--- config.mk ---
export PLATFORM = sky130hd
export DESIGN_NAME = hazard_forward_unit
export DESIGN_NICKNAME = d
export VERILOG_FILES = /design/src/rtl/hazard_forward_unit.sv
export SDC_FILE = /design/constraint.sdc
export NUM_CORES = 1
export LEC_CHECK = 0
export CORE_MARGIN = 3
export CORE_UTILIZATION = 49
export CTS_CLUSTER_SIZE = 24
export DETAILED_ROUTE_END_ITERATION = 7
export PLACE_DENSITY_LB_ADDON = 0.3
export SYNTH_ARGS = -nofsm -noshare
export SYNTH_HDL_FRONTEND = slang
export SYNTH_SLANG_ARGS = --single-unit
--- constraint.sdc ---
create_clock -name clk -period 1.76 [get_ports clk]
set_input_delay 0.264 -clock clk [delete_from_list [all_inputs] [get_ports clk]]
set_output_delay 0.264 -clock clk [all_outputs]
set_load 0.005 [all_outputs]
--- src/rtl/hazard_forward_unit.sv ---
// -----------------------------------------------------------------------------
// hazard_forward_unit
//
// Data-hazard resolution for a classic 5-stage in-order pipeline. The block
// keeps its own shadow copy of the register indices and write/load flags of
// the instructions in EX, MEM and WB, and from that state plus the decode
// stage inputs produces:
//   - ALU operand forwarding selects (EX/MEM first, then MEM/WB),
//   - a one-cycle fetch/decode stall on a load-use dependency,
//   - decode/execute flushes when a control transfer resolves taken.
//
// Optional build macro: HAZARD_STATS_EN
//   When defined, adds saturating 16-bit stall and flush event counters
//   (ports stallCount / flushCount). When undefined, those ports and their
//   logic do not exist.
//
// Ports
//   clk             in   1  rising-edge clock
//   reset           in   1  synchronous active-high reset
//   rs1Decode       in   5  decode-stage source register 1
//   rs2Decode       in   5  decode-stage source register 2
//   rdDecode        in   5  decode-stage destination register
//   regWriteDecode  in   1  decode instruction writes rd
//   memReadDecode   in   1  decode instruction is a load
//   validDecode     in   1  decode holds a real instruction
//   branchTaken     in   1  execute-stage control transfer resolved taken
//   forwardSelect1  out  2  ALU operand 1 source: 00 RF, 01 EX/MEM, 10 MEM/WB
//   forwardSelect2  out  2  ALU operand 2 source: 00 RF, 01 EX/MEM, 10 MEM/WB
//   stallFetch      out  1  hold the PC
//   stallDecode     out  1  hold the IF/ID register
//   flushDecode     out  1  bubble the IF/ID register
//   flushExecute    out  1  bubble the ID/EX register
//   stallCount      out 16  (HAZARD_STATS_EN) cycles with stallDecode = 1
//   flushCount      out 16  (HAZARD_STATS_EN) cycles with flushExecute = 1
//
// Same-cycle write-back-to-decode hazards are not handled here; the register
// file is write-first and covers them.
// -----------------------------------------------------------------------------
module hazard_forward_unit (
    input  logic       clk,
    input  logic       reset,
    input  logic [4:0] rs1Decode,
    input  logic [4:0] rs2Decode,
    input  logic [4:0] rdDecode,
    input  logic       regWriteDecode,
    input  logic       memReadDecode,
    input  logic       validDecode,
    input  logic       branchTaken,
    output logic [1:0] forwardSelect1,
    output logic [1:0] forwardSelect2,
    output logic       stallFetch,
    output logic       stallDecode,
    output logic       flushDecode,
    output logic       flushExecute
`ifdef HAZARD_STATS_EN
    ,
    output logic [15:0] stallCount,
    output logic [15:0] flushCount
`endif
);

    // Forwarding source encodings; 2'b11 is never produced.
    localparam logic [1:0] FWD_RF  = 2'b00;
    localparam logic [1:0] FWD_MEM = 2'b01;
    localparam logic [1:0] FWD_WB  = 2'b10;

    // Shadow pipeline state
    logic [4:0] ex_rs1_r;
    logic [4:0] ex_rs2_r;
    logic [4:0] ex_rd_r;
    logic       ex_reg_write_r;
    logic       ex_mem_read_r;
    logic [4:0] mem_rd_r;
    logic       mem_reg_write_r;
    logic [4:0] wb_rd_r;
    logic       wb_reg_write_r;

    logic       load_use_s;
    logic       bubble_s;

    // Operand source for one EX source register. The nearer producer (MEM)
    // wins over WB, and x0 is never forwarded because it is hard-wired zero.
    function automatic logic [1:0] fwd_sel(
        input logic [4:0] src,
        input logic [4:0] m_rd,
        input logic       m_rw,
        input logic [4:0] w_rd,
        input logic       w_rw
    );
        logic [1:0] sel;
        if (m_rw && (m_rd != 5'd0) && (m_rd == src)) begin
            sel = FWD_MEM;
        end else if (w_rw && (w_rd != 5'd0) && (w_rd == src)) begin
            sel = FWD_WB;
        end else begin
            sel = FWD_RF;
        end
        return sel;
    endfunction

    // Load-use detection and EX bubble decision. The rs2 compare is made even
    // for instructions that ignore rs2: a rare spurious stall is cheaper than
    // decoding operand usage here.
    always_comb begin
        load_use_s = 1'b0;
        if (ex_mem_read_r && (ex_rd_r != 5'd0) && validDecode &&
            ((ex_rd_r == rs1Decode) || (ex_rd_r == rs2Decode))) begin
            load_use_s = 1'b1;
        end else begin
            load_use_s = 1'b0;
        end
        bubble_s = load_use_s | branchTaken | ~validDecode;
    end

    // Forward, stall and flush outputs; a taken branch overrides the stall
    // because the dependent instruction is being discarded anyway.
    always_comb begin
        forwardSelect1 = FWD_RF;
        forwardSelect2 = FWD_RF;
        stallFetch     = 1'b0;
        stallDecode    = 1'b0;
        flushDecode    = 1'b0;
        flushExecute   = 1'b0;
        forwardSelect1 = fwd_sel(ex_rs1_r, mem_rd_r, mem_reg_write_r, wb_rd_r, wb_reg_write_r);
        forwardSelect2 = fwd_sel(ex_rs2_r, mem_rd_r, mem_reg_write_r, wb_rd_r, wb_reg_write_r);
        stallFetch     = load_use_s & ~branchTaken;
        stallDecode    = load_use_s & ~branchTaken;
        flushDecode    = branchTaken;
        flushExecute   = branchTaken;
    end

    // Shadow state advance: EX takes decode or a bubble, MEM and WB always shift.
    always_ff @(posedge clk) begin
        if (reset) begin
            ex_rs1_r        <= 5'd0;
            ex_rs2_r        <= 5'd0;
            ex_rd_r         <= 5'd0;
            ex_reg_write_r  <= 1'b0;
            ex_mem_read_r   <= 1'b0;
            mem_rd_r        <= 5'd0;
            mem_reg_write_r <= 1'b0;
            wb_rd_r         <= 5'd0;
            wb_reg_write_r  <= 1'b0;
        end else begin
            if (bubble_s) begin
                ex_rs1_r       <= 5'd0;
                ex_rs2_r       <= 5'd0;
                ex_rd_r        <= 5'd0;
                ex_reg_write_r <= 1'b0;
                ex_mem_read_r  <= 1'b0;
            end else begin
                ex_rs1_r       <= rs1Decode;
                ex_rs2_r       <= rs2Decode;
                ex_rd_r        <= rdDecode;
                ex_reg_write_r <= regWriteDecode & validDecode;
                ex_mem_read_r  <= memReadDecode & validDecode;
            end
            mem_rd_r        <= ex_rd_r;
            mem_reg_write_r <= ex_reg_write_r;
            wb_rd_r         <= mem_rd_r;
            wb_reg_write_r  <= mem_reg_write_r;
        end
    end

`ifdef HAZARD_STATS_EN
    // Saturating stall/flush event counters.
    always_ff @(posedge clk) begin
        if (reset) begin
            stallCount <= 16'd0;
            flushCount <= 16'd0;
        end else begin
            if (stallDecode && (stallCount != 16'hFFFF)) begin
                stallCount <= stallCount + 16'd1;
            end else begin
                stallCount <= stallCount;
            end
            if (flushExecute && (flushCount != 16'hFFFF)) begin
                flushCount <= flushCount + 16'd1;
            end else begin
                flushCount <= flushCount;
            end
        end
    end
`endif

endmodule
==> results.toml <==
[timing]
fin_crit_sh_pct = 122.4
setup_viol = 6
finalCriticalPeriod_ps = 2155
max_freq_ghz = 0.4641
maxSlewViolCount = 0
maxSlewHeadroom_pct = 77.56
skew_ps = 11.26
tns_ps = -1593
hold_ws_ps = 470.0
rsz0062_at_grt = "yes"
report.final.hold_viol_count = 0
tightest_slew_ps = 334.0
fin_ws_ps = -394.5

[yosys]
syn-cell-area_um2 = 1292
syn_nets = 150
synth_cell_types = 23
post_synth.cell_area_avg_um2 = 10.02
ys_warn_count = 0
synth_cells = 129
ys_seq_elements = 29
yosysSeqAreaShare_pct = 44.92

[worst_setup_path]
arrival_ps = 1890
crit_type = "reg2out"
cp-start-kind = "flip-flop"
crit_path_max_fanout = 2
rr_startpoint = "ex_rd_r[0]$_SDFF_PP0_"
end_kind = "output pin"
ff2ff_path_depth = 7
r2r_end = "ex_reg_write_r$_SDFF_PP0_"
r2r_slack_ps = 100
cp.required_ps = 1500

[clocking]
clock_path_buffers = 2
cts_sinks = 29
cts_tree = "built"
root_buffer = "clkbuf_4"
worstSkewPairLatency_ps = 330
cts_buffers = 5
ctsHtreeMaxLevel = 2
clkTransAtPathRegs_ps = 100

[floorplanning]
start_util_pct = 54.74
die_h_um = 57.36
num_rows = 17
ios = 29
die_x_um = 57.36
dieArea_um2 = 3290
core_um2 = 2361

[pwr]
finalPower_uw = 1452
power.internal_uw = 1118
p_switching_uw = 334.7
switching_share_pct = 23.05
power_frac_clock_pct = 39.6
ir_worst_vdd_v = 0.0005768
total_leakage_power_uw = 0.0008775
powerDensity_nw_per_um2 = 723.1
comb_power_share_pct = 13.5
sequentialPowerShare_pct = 46.9

[finish]
diodes = 0
multi_input_area_um2 = 762.0
syn_to_final_growth_pct = 55.37
seqCellArea_um2 = 596.8
final_cell_mix = "buf_4, clkdlybuf4s50_1, dfxtp_1"
drive_gt1_share_pct = 36.51
fillers = 125
fin_nets = 209
final_common_cell = "buf_4"
final_util_pct = 85.06

[detailed_routing]
wirelength_um = 3757
vias = 1195
antenna_left = 0
wl_per_cell_um = 17.31
drc = 0
initialDrtViolationCount = 35
drtPass1Iterations = 4
viasPerCell = 5.507

[placed_design]
dp_hpwl_um = 2322
port_buffers = 28
gp_congestion = 0.8822

[global_route]
grt.total_usage_pct = 23.25
grt_pass1_vias = 1213
grt_start_max_net_pins = 18
grt_pass1_wl_um = 5664
grt_overflow = 0
antenna_found_initial = 0

[hold_path]
min_path_type = "reg2reg"
min_path_cells = 1
hold_end = "mem_reg_write_r$_SDFF_PP0_"
hold_start = "ex_reg_write_r$_SDFF_PP0_"

[status]
violations = "setup timing"
status = "complete, but fails checks"

[run]
drv_cap = 0
critical path, stage by stage (launching register included):
cell and delay [ps]:
dfxtp_2 330, buf_6 110, xor2_1 130, or4_1 540, nor4_2 300, buf_2 160
state kept, by name, summed over array words and instances (netlist names):
register	cells
ex_mem_read_r	1
ex_rd_r	5
ex_reg_write_r	1
ex_rs1_r	5
ex_rs2_r	5
mem_rd_r	5
mem_reg_write_r	1
wb_rd_r	5
wb_reg_write_r	1
how the worst max path moves through the flow:
stage	endpoint	from	slack, ps
floorplan	forwardSelect1[1]	mem_rd_r[1]$_SDFF_PP0_	140
global placement	stallDecode	rs1Decode[2]	-510
detailed placement	stallFetch	rs1Decode[4]	-590
CTS	forwardSelect1[1]	wb_rd_r[1]$_SDFF_PP0_	-370
global route	forwardSelect1[1]	mem_rd_r[1]$_SDFF_PP0_	-480
finish	forwardSelect2[1]	wb_rd_r[2]$_SDFF_PP0_	-390
final cells by class:
type                       count  share of cell area (%)
clock buffer                   6                   2.555
inverter                       1                  0.1869
tap                           28                   1.745
multi-input combinational     91                   37.94
clock inverter                 2                   1.869
sequential                    29                   29.72
timing repair buffer          60                   25.98
metrics by stage:
stage                     instance area [um^2]  cells  setup slack (ps)
after floorplan                           1292    129             136.7
after global routing                      2008    217            -476.5
final                                     2008    217            -394.5
after detailed placement                  1730    199            -587.7
after CTS                                 1948    216            -373.5
after global placement                    1730    199            -510.6
synthesized netlist by cell type (all sizes together):
cell type	instances	area, um^2
dfxtp	29	580.6
xnor2	16	140.1
nand3	14	70.07
xor2	14	122.6
nor2b	12	75.07
a21oi	10	50.05
o2111a	7	78.83
buf	4	27.52
clkbuf	4	15.01
nor4	4	37.53
or4	4	30.03
nand2	2	7.510
o21ai	2	13.76
inv	1	3.750
nor2	1	3.750
nor3	1	5.000
o22a	1	8.760
o22ai	1	6.260
o311a	1	10.01
or3	1	6.260
metal layers:
layer | GRT usage (%) | vias up | share of wire [%]
li1 | - | 572 | -
met1 | 23.20 | 569 | 37
met2 | 43.06 | 41 | 56
met3 | 8.371 | 13 | 4.7
met4 | 9.272 | 0 | 2.4
met5 | 0 | - | 0
power groups by stage:
stage / Clock (uW) / Combinational (uW) / Sequential [uW]
final: 575 / 195 / 681
after floorplan: 0 / 70.9 / 696
after detailed placement: 0 / 159 / 698
after CTS: 574 / 178 / 680
after global placement: 0 / 153 / 697
after global routing: 604 / 207 / 683
logic make-up after synthesis:
logic type                count (synthesis)  synth area share, %
buffers and inverters                     9                3.581
DFF                                      29                44.92
AOI/OAI and AO/OA                        22                12.97
and+or+nand+nor                          39                18.20
xor gates and xnor gates                 30                20.33
timing repair:
action / CTS / global route
gates resized for setup: 45 / 9
pin swaps: 10 / 8
endpoints found under the setup margin: 6 / 7
hold buffers: 0 / 0
setup buffers: 9 / 2
endpoints found under the hold margin: 0 / 0
Power figures use the tool's default switching activity.
